--- src/rtl/waveform_counter_pkg.sv ---
// Shared types for waveform_counter: count modes, FSM states and field widths.
package waveform_counter_pkg;

  localparam int MODE_W = 2;

  typedef enum logic [MODE_W-1:0] {
    SAW_UP   = 2'd0,
    SAW_DOWN = 2'd1,
    TRIANGLE = 2'd2,
    ONE_SHOT = 2'd3
  } mode_e;

  typedef enum logic [1:0] {
    IDLE = 2'd0,
    UP   = 2'd1,
    DOWN = 2'd2,
    DONE = 2'd3
  } state_e;

endpackage

--- src/rtl/waveform_counter_if.sv ---
// Register-side controls and pin-side outputs of waveform_counter.
// The prescale field exists only when WAVE_COUNTER_PRESCALE_EN is defined.
interface waveform_counter_if #(
  parameter int WIDTH    = 8,
  parameter int PS_WIDTH = 8
);

  logic                                    enable;
  logic                                    trigger;
  logic                                    load;
  logic [WIDTH-1:0]                        period;
  logic [WIDTH-1:0]                        compare;
  logic [waveform_counter_pkg::MODE_W-1:0] mode;
  logic [WIDTH-1:0]                        count;
  logic                                    dir_down;
  logic                                    out;
  logic                                    pwm_out;
  logic                                    wrap;
  logic                                    done;

`ifdef WAVE_COUNTER_PRESCALE_EN
  logic [PS_WIDTH-1:0] prescale;

  modport master (
    output enable, trigger, load, period, compare, mode, prescale,
    input  count, dir_down, out, pwm_out, wrap, done
  );

  modport slave (
    input  enable, trigger, load, period, compare, mode, prescale,
    output count, dir_down, out, pwm_out, wrap, done
  );
`else
  logic unused_ps_width;
  assign unused_ps_width = (PS_WIDTH > 0);

  modport master (
    output enable, trigger, load, period, compare, mode,
    input  count, dir_down, out, pwm_out, wrap, done
  );

  modport slave (
    input  enable, trigger, load, period, compare, mode,
    output count, dir_down, out, pwm_out, wrap, done
  );
`endif

endinterface

--- src/rtl/waveform_counter_prescaler.sv ---
// Enable-gated tick generator: one tick per (prescale_i+1) enabled cycles.
// Instantiated by waveform_counter only under WAVE_COUNTER_PRESCALE_EN.
module wave_prescaler #(
  parameter int PS_WIDTH = 8
) (
  input  logic                clk,
  input  logic                reset,
  input  logic                enable_i,
  input  logic                clear_i,
  input  logic [PS_WIDTH-1:0] prescale_i,
  output logic                tick_o
);

  logic [PS_WIDTH-1:0] cnt_q, cnt_d;

  assign tick_o = enable_i && !clear_i && (cnt_q == prescale_i);

  always_comb begin
    cnt_d = cnt_q;
    if (enable_i) begin
      cnt_d = (clear_i || tick_o) ? '0 : cnt_q + PS_WIDTH'(1);
    end
  end

  always_ff @(posedge clk or posedge reset) begin
    if (reset) cnt_q <= '0;
    else       cnt_q <= cnt_d;
  end

endmodule

--- src/rtl/waveform_counter.sv ---
// Programmable period counter with sawtooth/triangle/one-shot modes, toggle, PWM and
// boundary outputs. Optional WAVE_COUNTER_PRESCALE_EN slows the count via wave_prescaler.
module waveform_counter
  import waveform_counter_pkg::*;
#(
  parameter int WIDTH    = 8,
  parameter int PS_WIDTH = 8
) (
  input  logic              clk,
  input  logic              reset,
  waveform_counter_if.slave bus
);

  localparam logic [WIDTH-1:0] ONE = WIDTH'(1);

  state_e           state_q, state_d;
  mode_e            act_m_q, act_m_d, pend_m_q, pend_m_d, nxt_m;
  logic [WIDTH-1:0] count_q, count_d;
  logic [WIDTH-1:0] act_p_q, act_p_d, act_c_q, act_c_d;
  logic [WIDTH-1:0] pend_p_q, pend_p_d, pend_c_q, pend_c_d;
  logic [WIDTH-1:0] nxt_p, nxt_c;
  logic             out_q, out_d, pwm_q, pwm_d, wrap_q, wrap_d, done_q, done_d;
  logic             pend_valid_q, pend_valid_d;
  logic             tick, restart, boundary, start;

  // Values that become active if an update happens this edge; a same-edge load bypasses pending.
  assign nxt_p = bus.load ? bus.period        : (pend_valid_q ? pend_p_q : act_p_q);
  assign nxt_c = bus.load ? bus.compare       : (pend_valid_q ? pend_c_q : act_c_q);
  assign nxt_m = bus.load ? mode_e'(bus.mode) : (pend_valid_q ? pend_m_q : act_m_q);

  assign restart = bus.enable &&
                   (((state_q == IDLE) && ((nxt_m != ONE_SHOT) || bus.trigger)) ||
                    ((state_q == DONE) && bus.trigger));

`ifdef WAVE_COUNTER_PRESCALE_EN
  wave_prescaler #(.PS_WIDTH(PS_WIDTH)) u_prescaler (
    .clk        (clk),
    .reset      (reset),
    .enable_i   (bus.enable),
    .clear_i    (restart),
    .prescale_i (bus.prescale),
    .tick_o     (tick)
  );
`else
  logic unused_ps_width;
  assign unused_ps_width = (PS_WIDTH > 0);
  assign tick            = bus.enable;
`endif

  // NOTE: every signal gets a default first so no path through this block infers a latch.
  always_comb begin
    state_d      = state_q;
    count_d      = count_q;
    out_d        = out_q;
    pwm_d        = pwm_q;
    wrap_d       = 1'b0;
    done_d       = done_q;
    act_p_d      = act_p_q;
    act_c_d      = act_c_q;
    act_m_d      = act_m_q;
    pend_valid_d = pend_valid_q | bus.load;
    pend_p_d     = bus.load ? bus.period        : pend_p_q;
    pend_c_d     = bus.load ? bus.compare       : pend_c_q;
    pend_m_d     = bus.load ? mode_e'(bus.mode) : pend_m_q;
    boundary     = 1'b0;
    start        = 1'b0;

    if (bus.enable) begin
      unique case (state_q)
        IDLE: start = restart;
        UP: if (tick) begin
          case (act_m_q)
            TRIANGLE: if (act_p_q != '0) begin
              if (count_q == act_p_q) begin
                if (act_p_q == ONE) boundary = 1'b1;
                else begin
                  state_d = DOWN;
                  count_d = count_q - ONE;
                end
              end else count_d = count_q + ONE;
            end
            ONE_SHOT: if (act_p_q == '0) begin
              state_d = DONE;
              done_d  = 1'b1;
            end else if (count_q == act_p_q - ONE) begin
              // Completion toggles/pulses like a boundary but leaves pending for the next trigger.
              state_d = DONE;
              done_d  = 1'b1;
              out_d   = ~out_q;
              wrap_d  = 1'b1;
            end else count_d = count_q + ONE;
            default: if (act_p_q != '0) begin
              if (count_q == act_p_q - ONE) boundary = 1'b1;
              else                          count_d  = count_q + ONE;
            end
          endcase
        end
        DOWN: if (tick) begin
          if (act_m_q == TRIANGLE) begin
            if (count_q <= ONE) boundary = 1'b1;
            else                count_d  = count_q - ONE;
          end else if (act_p_q != '0) begin
            if (count_q == '0) boundary = 1'b1;
            else               count_d  = count_q - ONE;
          end
        end
        DONE: if (bus.trigger) begin
          start  = 1'b1;
          done_d = 1'b0;
        end
        default: ;
      endcase

      if (boundary) begin
        start  = 1'b1;
        out_d  = ~out_q;
        wrap_d = 1'b1;
      end

      if (start) begin
        act_p_d      = nxt_p;
        act_c_d      = nxt_c;
        act_m_d      = nxt_m;
        pend_valid_d = 1'b0;
        unique case (nxt_m)
          SAW_DOWN: begin
            state_d = DOWN;
            count_d = (nxt_p == '0) ? '0 : nxt_p - ONE;
          end
          ONE_SHOT: begin
            count_d = '0;
            if (nxt_p == '0) begin
              state_d = DONE;
              done_d  = 1'b1;
            end else state_d = UP;
          end
          default: begin
            state_d = UP;
            count_d = '0;
          end
        endcase
      end

      pwm_d = (count_d < act_c_d);
    end
  end

  // NOTE: sequential state uses non-blocking assignments so all registers update together.
  always_ff @(posedge clk or posedge reset) begin
    if (reset) begin
      state_q      <= IDLE;
      count_q      <= '0;
      out_q        <= 1'b0;
      pwm_q        <= 1'b0;
      wrap_q       <= 1'b0;
      done_q       <= 1'b0;
      act_p_q      <= '0;
      act_c_q      <= '0;
      act_m_q      <= SAW_UP;
      pend_valid_q <= 1'b0;
      pend_p_q     <= '0;
      pend_c_q     <= '0;
      pend_m_q     <= SAW_UP;
    end else begin
      state_q      <= state_d;
      count_q      <= count_d;
      out_q        <= out_d;
      pwm_q        <= pwm_d;
      wrap_q       <= wrap_d;
      done_q       <= done_d;
      act_p_q      <= act_p_d;
      act_c_q      <= act_c_d;
      act_m_q      <= act_m_d;
      pend_valid_q <= pend_valid_d;
      pend_p_q     <= pend_p_d;
      pend_c_q     <= pend_c_d;
      pend_m_q     <= pend_m_d;
    end
  end

  assign bus.count    = count_q;
  assign bus.dir_down = (state_q == DOWN);
  assign bus.out      = out_q;
  assign bus.pwm_out  = pwm_q;
  assign bus.wrap     = wrap_q;
  assign bus.done     = done_q;

endmodule
--- src/flat_wrapper.sv ---
// flat-port wrapper written by rule: the top's interface ports become plain ports
module waveform_counter_flat import waveform_counter_pkg::*;
#(
  parameter int WIDTH    = 8,
  parameter int PS_WIDTH = 8
)
  (clk, reset, bus_enable, bus_trigger, bus_load, bus_period, bus_compare, bus_mode, bus_count, bus_dir_down, bus_out, bus_pwm_out, bus_wrap, bus_done);
  waveform_counter_if #(.WIDTH(WIDTH), .PS_WIDTH(PS_WIDTH)) bus_i ();
  input  logic clk;
  input  logic reset;
  input wire logic [$bits(bus_i.enable)-1:0] bus_enable;
  input wire logic [$bits(bus_i.trigger)-1:0] bus_trigger;
  input wire logic [$bits(bus_i.load)-1:0] bus_load;
  input wire logic [$bits(bus_i.period)-1:0] bus_period;
  input wire logic [$bits(bus_i.compare)-1:0] bus_compare;
  input wire logic [$bits(bus_i.mode)-1:0] bus_mode;
  output wire logic [$bits(bus_i.count)-1:0] bus_count;
  output wire logic [$bits(bus_i.dir_down)-1:0] bus_dir_down;
  output wire logic [$bits(bus_i.out)-1:0] bus_out;
  output wire logic [$bits(bus_i.pwm_out)-1:0] bus_pwm_out;
  output wire logic [$bits(bus_i.wrap)-1:0] bus_wrap;
  output wire logic [$bits(bus_i.done)-1:0] bus_done;
  assign bus_i.enable = bus_enable;
  assign bus_i.trigger = bus_trigger;
  assign bus_i.load = bus_load;
  assign bus_i.period = bus_period;
  assign bus_i.compare = bus_compare;
  assign bus_i.mode = bus_mode;
  assign bus_count = bus_i.count;
  assign bus_dir_down = bus_i.dir_down;
  assign bus_out = bus_i.out;
  assign bus_pwm_out = bus_i.pwm_out;
  assign bus_wrap = bus_i.wrap;
  assign bus_done = bus_i.done;
  waveform_counter #(.WIDTH(WIDTH), .PS_WIDTH(PS_WIDTH)) u_core (.clk(clk), .reset(reset), .bus(bus_i));
endmodule
--- config.mk ---
export PLATFORM = sky130hd
export DESIGN_NAME = waveform_counter_flat
export DESIGN_NICKNAME = d
export VERILOG_FILES = /design/src/rtl/waveform_counter_pkg.sv /design/src/rtl/waveform_counter_if.sv /design/src/rtl/waveform_counter_prescaler.sv /design/src/rtl/waveform_counter.sv /design/src/flat_wrapper.sv
export SDC_FILE = /design/constraint.sdc
export NUM_CORES = 1
export LEC_CHECK = 0
export ABC_AREA = 1
export CORE_ASPECT_RATIO = 1.25
export CORE_MARGIN = 2
export CORE_UTILIZATION = 45
export DETAILED_ROUTE_END_ITERATION = 16
export PLACE_DENSITY = 0.76
export SLEW_MARGIN = 15
export SYNTH_ARGS = -nofsm -noshare
export SYNTH_HDL_FRONTEND = slang
export SYNTH_HIERARCHICAL = 1
export SYNTH_SLANG_ARGS = --single-unit
--- constraint.sdc ---
create_clock -name clk -period 3.2 [get_ports clk]
set_input_delay 0.48 -clock clk [delete_from_list [all_inputs] [get_ports clk]]
set_output_delay 0.48 -clock clk [all_outputs]
set_load 0.02 [all_outputs]
; ---- Word level (Yosys, flattened, before mapping)
; Cells that the tools add are included.
[word_totals]
regBits = 51
in_bits = 23
out_inout_bits = 13
[classes]
add_sub_neg = 4
n_lt_le_gt_ge = 2
n_eq_ne = 16
n_mux = 70
bitwise = 2
reduce_logical = 18
[op_table]
columns = op, count
row1 = 8-bit 2-to-1 mux, 20
row2 = 1-bit 2-to-1 mux, 32
row3 = 8-bit case mux with 2 select lines, 2
row4 = 8-bit zero test, 3
row5 = 8-bit by 1-bit subtractor with 8-bit output (second input constant), 3
row6 = 2-bit 2-to-1 mux, 10
row7 = 8-bit equality test, 2
row8 = 2-bit equality test (second input constant), 5
row9 = 8-bit by 1-bit adder with 8-bit output (second input constant), 1
row10 = 8-bit by 1-bit equality test with 1-bit output (second input constant), 1
row11 = 8-bit by 1-bit <= comparator with 1-bit output (second input constant), 1
row12 = 8-bit less-than comparator, 1
row13 = 1-bit case mux with 2 select lines, 4
row14 = 2-bit case mux with 2 select lines, 2
row15 = 2-bit nonzero test, 4
row16 = 8-bit nonzero test, 1
row17 = 7-bit AND reduction, 1
row18 = 3-bit by 2-bit inequality test with 1-bit output (second input constant), 2
row19 = 5-bit AND reduction, 1
row20 = 2-bit by 1-bit equality test with 1-bit output (second input constant), 2
row21 = 2-bit inequality test (second input constant), 2
row22 = 4-bit by 1-bit inequality test with 1-bit output (second input constant), 1
row23 = 1-bit logical AND, 3
row24 = 3-bit inequality test (second input constant), 1
row25 = 6 further kinds, 7

; ---- Depth between registers and ports, before layout
[depth]
ltp_word = 13
ltp_mapped = 26
mapped_depth_nobuf = 26

; ---- Worst setup path after synthesis
; Ideal clock, no wire load.
[synth_timing]
path_type = register to register
startpoint = reg u_core.count_q[1] (netlist: u_core/bus.count[1])
endpoint = reg u_core.pwm_q (netlist: u_core/bus.pwm_out)
t_arrival_ns = 2.748
path_slack_ns = 0.387
path_stages_with_launch = 23
n_path_buf = 1
period_less_slack_ns = 2.813
cell_sequence = dfrtp_1 > inv_1 > ha_1 > o211ai_1 > nand2_1 > nand2_1 > nor2_1 > nor2_1 > nand2_1 > nand2_2 > nand2_4 > buf_6 > a21oi_1 > o21ai_1 > o21ai_2 > ha_1 > nand2_1 > inv_1 > nand2_1 > nand3_1 > a31oi_1 > nand2_1 > nand2_1
[synth_via]
elab_chain_len = 11
elab_cells_between_ends = 36
classes_between = 2 x add/sub / 2 x order compare / 2 x eq/ne / 29 x mux / 1 x reduce/logical
[synth_rtl]
columns = element, line
row1 = "start, declared", waveform_counter.sv:18  ; logic [WIDTH-1:0] count_q, count_d;
row2 = "start signal, assigned", waveform_counter.sv:166  ; count_q <= count_d;
row3 = "parallel branches: the longest is 10 deep, another holds 8-bit by 1-bit subtractor with 8-bit output", --
row4 = 8-bit less-than comparator (*), waveform_counter.sv:144  ; pwm_d = (count_d < act_c_d);
row5 = "end signal, assigned", waveform_counter.sv:168  ; pwm_q <= pwm_d;
row6 = "end, declared", waveform_counter.sv:22  ; logic out_q, out_d, pwm_q, pwm_d, wrap_q, wrap_d, done_q, done_d;
; Every way passes the cells marked *. The select of a mux whose other input is x is not followed.
; A chain may end at the register's enable or synchronous reset.

; ---- Worst setup path in the final report
[layout_timing]
startpoint = reg u_core.count_q[0] (netlist: u_core/bus.count[0])
endpoint = reg u_core.pwm_q (netlist: u_core/bus.pwm_out)
; Same word-level chain as after synthesis.

==> key figures <==
CTS
  • Root Buffer: clkbuf_16
  • CTS tree: built
  • CTS Buf Count: 5
  • H-tree level count: 2
  • Clock Path Buffers: 2
  • Clk Latency, worst-skew pair: roughly 0.29 ns
  • Worst-path clk slew: 0.06 ns
  • Clock sink count: 51

Placement
  • Gpl congestion: 0.9716
  • PortBufs: 35
  • Setup slack at placement: -0.07192 ns
  • Hpwl dp: around 10 mm
  • Cell Area, Placed: just under 5000 sq um
  • Placed cell count: between 800 and 900

GRT
  • First-pass GRT wire length: roughly 22 mm
  • Initial antenna violation count: 0
  • Grt ovf: 0
  • Global-route usage over all layers: 0.2649
  • Vias in the first global route: between 4000 and 5000
  • Largest net degree at the start of global routing: 30

Yosys
  • Mean area per synthesized cell: between 6 and 7 sq um
  • Sequential share of the synthesized area: 0.3042
  • Top cell type's share of synthesized area: 0.3042
  • Yosys cell types: 37
  • YS warnings: 6
  • Compound-Gate Fraction of Synth Area: 0.2016
  • Top FF cell, synth: dfrtp_1
  • Synthesized area: approximately 4200 sq um
  • Post-synth EDFFs: 0
  • Flops & latches, synth: 51
  • Syn Nets: 681
  • Top-count cell post-synth: nand2_1
  • Biggest area consumer among synthesized cells: dfrtp_1
  • Cells after Synth: between 600 and 700
  • Synth area leaders: dfrtp_1, nand2_1, o21ai_0, ha_1, nor2_1
  • Mux cell area share after synthesis: 0
  • Synth top cells by count: nand2_1, o21ai_0, nor2_1
  • Post-synthesis simple-gate area fraction: 0.3114
  • Area share of fa/ha/maj cells after synthesis: 0.05965
  • FFs w/ async S/R, synth: 1.000
  • Post-Synth XOR/XNOR Area: 0.03967
  • Largest family of logic cells by synthesized area: simple AND/OR/NAND/NOR gates

STA
  • Final Hold Vio Count: 0
  • Final slew viol count: 0
  • Final Worst Setup Slack: about 0.14 ns
  • Fmax: between 300 and 400 MHz
  • Final Skew: ~0.0026 ns
  • Worst hold slack: approximately 0.46 ns
  • Min Tclk post-route: approximately 3 ns
  • Setup-failing EPs final: 0
  • Final Cycle Share: 0.9549
  • Tightest Pin Transition: approximately 0.52 ns
  • Worst rel slew slack: 0.6517

Worst setup path
  • Setup CP Type: reg2reg
  • Slowest cell on the critical path: dfrtp_2
  • Worst-path fanout max: 9
  • WP data required: ~3.4 ns
  • Worst Setup Start Kind: flip-flop
  • Cell Chain, Critical Path: inv_2 -> ha_1 -> nand2_1 -> nor3_1 -> xor2_1 -> o21ai_0 -> nand2_1 -> nand2_1 -> o21ai_0 -> nand2_1 -> nand3_1 -> nand2_1 -> o211ai_1 -> o21ai_4 -> ha_4 -> nand2_2 -> inv_2 -> nand2_1 -> nand3_1 -> a31oi_1 -> nand2_1 -> nand2_1
  • Crit path capture type: flip-flop
  • Slowest stage delay, CP: approximately 0.50 ns
  • CP most frequent cell: nand2_1
  • WP data arrival: ~3.3 ns

Floorplanning
  • Die Footprint: between 10000 and 15000 sq um
  • Die Ht: ~110 um
  • I/O pin count: 36
  • Core area: 9125 sq um
  • # rows: 39
  • Initial core utilization: 0.4598
  • Die Width: 90.36 um

Cells and area
  • Area Overhead vs Synth: 28.81%
  • Post-Layout Inst Area: approximately 5400 sq um
  • Ant diodes: 0
  • Final cell utilization of the core: 0.5922
  • Layout cell share with drive strength beyond 1: 0.1983
  • Nets: 763
  • Final cell count without fillers: approximately 840

Pwr
  • Pwr Density: ~1000 nW/um^2
  • Pleak: approximately 0.0026 uW
  • Maximum vdd drop: ~0.6 mV

Job
  • Max Cap Violations: 0

Routing
  • WL/cell: about 16 um
  • Final ANT Viol Nets: 0
  • Routed WL: roughly 14 mm
  • Initial DRC count: 295
  • 1st-pass router iterations: 5
  • Via count: between 4000 and 5000
  • Remaining DRCs: 0
  • Via density: roughly 5.5

Worst hold path
  • Worst hold path class: reg2reg

Outcome
  • Status: finished, final reports clean
[metrics by stage]
step	total power, uW	setup TNS, ns
final	5541	0
after floorplan	3303	0
after global placement	4361	-0.001139
after detailed placement	4429	-0.07192
after global routing	5982	-0.02634
after CTS	5007	0
[final cells by class]
type / count / area, sq um
fill: 825 / 3721
sequential: 51 / 1282
multi-input combinational: 503 / 2731
tap: 123 / 153.9
clock buffer: 8 / 156.4
inverter: 62 / 247.7
timing repair buffer: 97 / 832.0
[worst max-delay path, delay by kind of cell, from the launching register on]
family	cells	cell delay (ns)
DFF	1	0.50
buffers and inverters	2	0.19
and+or+nand+nor	12	1.02
xor gates and xnor gates	1	0.22
adders and majority gates	2	0.48
AOI/OAI and AO/OA	5	0.60
[repair_timing]
action / in CTS / in global routing
buffers inserted: 0 / 15
hold buffers: 0 / 0
resized for setup: 0 / 50
setup endpoints to repair: 0 / 1
[final timing paths]
path | startpoint | to | slack [ns] | cells after the start
worst max-delay path | u_core/bus.count[0] | u_core/bus.pwm_out | 0.14 | 22
worst min-delay path | u_core/pend_p_q[3] | u_core/pend_p_q[3] | 0.46 | 2
worst max register to register | u_core/bus.count[0] | u_core/bus.pwm_out | 0.14 | 22
worst min register to register | u_core/pend_p_q[3] | u_core/pend_p_q[3] | 0.46 | 2
max in group asynchronous | reset | u_core/bus.count[7] | 1.88 | 3
min in group asynchronous | reset | u_core/pend_p_q[4] | 0.54 | 2
[cells by family (layout without fill, tap and decap cells)]
logic type      Yosys count  in the layout
flops                    51             51
compound gates          147            147
simple gates            317            317
xor+xnor                 19             19
buf+inv                  84            167
fa+ha+maj                20             20
[power by group]
group,total (uW),switching (uW),internal [uW]
Combinational,3850,2320,1530
Clock,556,223,333
Sequential,1140,286,853
[flip-flops by register name (all words and copies together) (netlist names)]
register             count
u_core/act_c_q           8
u_core/act_m_q           2
u_core/act_p_q           8
u_core/bus.count         8
u_core/bus.done          1
u_core/bus.out           1
u_core/bus.pwm_out       1
u_core/bus.wrap          1
u_core/pend_c_q          8
u_core/pend_m_q          2
u_core/pend_p_q          8
u_core/pend_valid_q      1
u_core/state_q           2
[layout by cell type (no fill, tap or decap), drive strengths merged, types with 3 or more instances in the layout]
cell type | synthesis | layout
nand2 | 225 | 225
o21ai | 83 | 83
buf | 13 | 62
inv | 62 | 62
nor2 | 61 | 61
dfrtp | 51 | 51
a21oi | 37 | 37
clkdlybuf4s50 | 0 | 35
nand3 | 22 | 22
ha | 20 | 20
xor2 | 15 | 15
clkbuf | 9 | 8
o21a | 7 | 7
nor3 | 6 | 6
a31oi | 5 | 5
o211ai | 4 | 4
xnor2 | 4 | 4
o221ai | 3 | 3
[per-layer routing]
layer | up-vias | share of wire | global-route usage
met5 | - | 0 | 0
met4 | 0 | 0.064 | 0.1785
met3 | 52 | 0.057 | 0.02977
met2 | 213 | 0.49 | 0.4551
met1 | 2162 | 0.39 | 0.3108
li1 | 2245 | - | -
(Power assumes the default switching activity.)
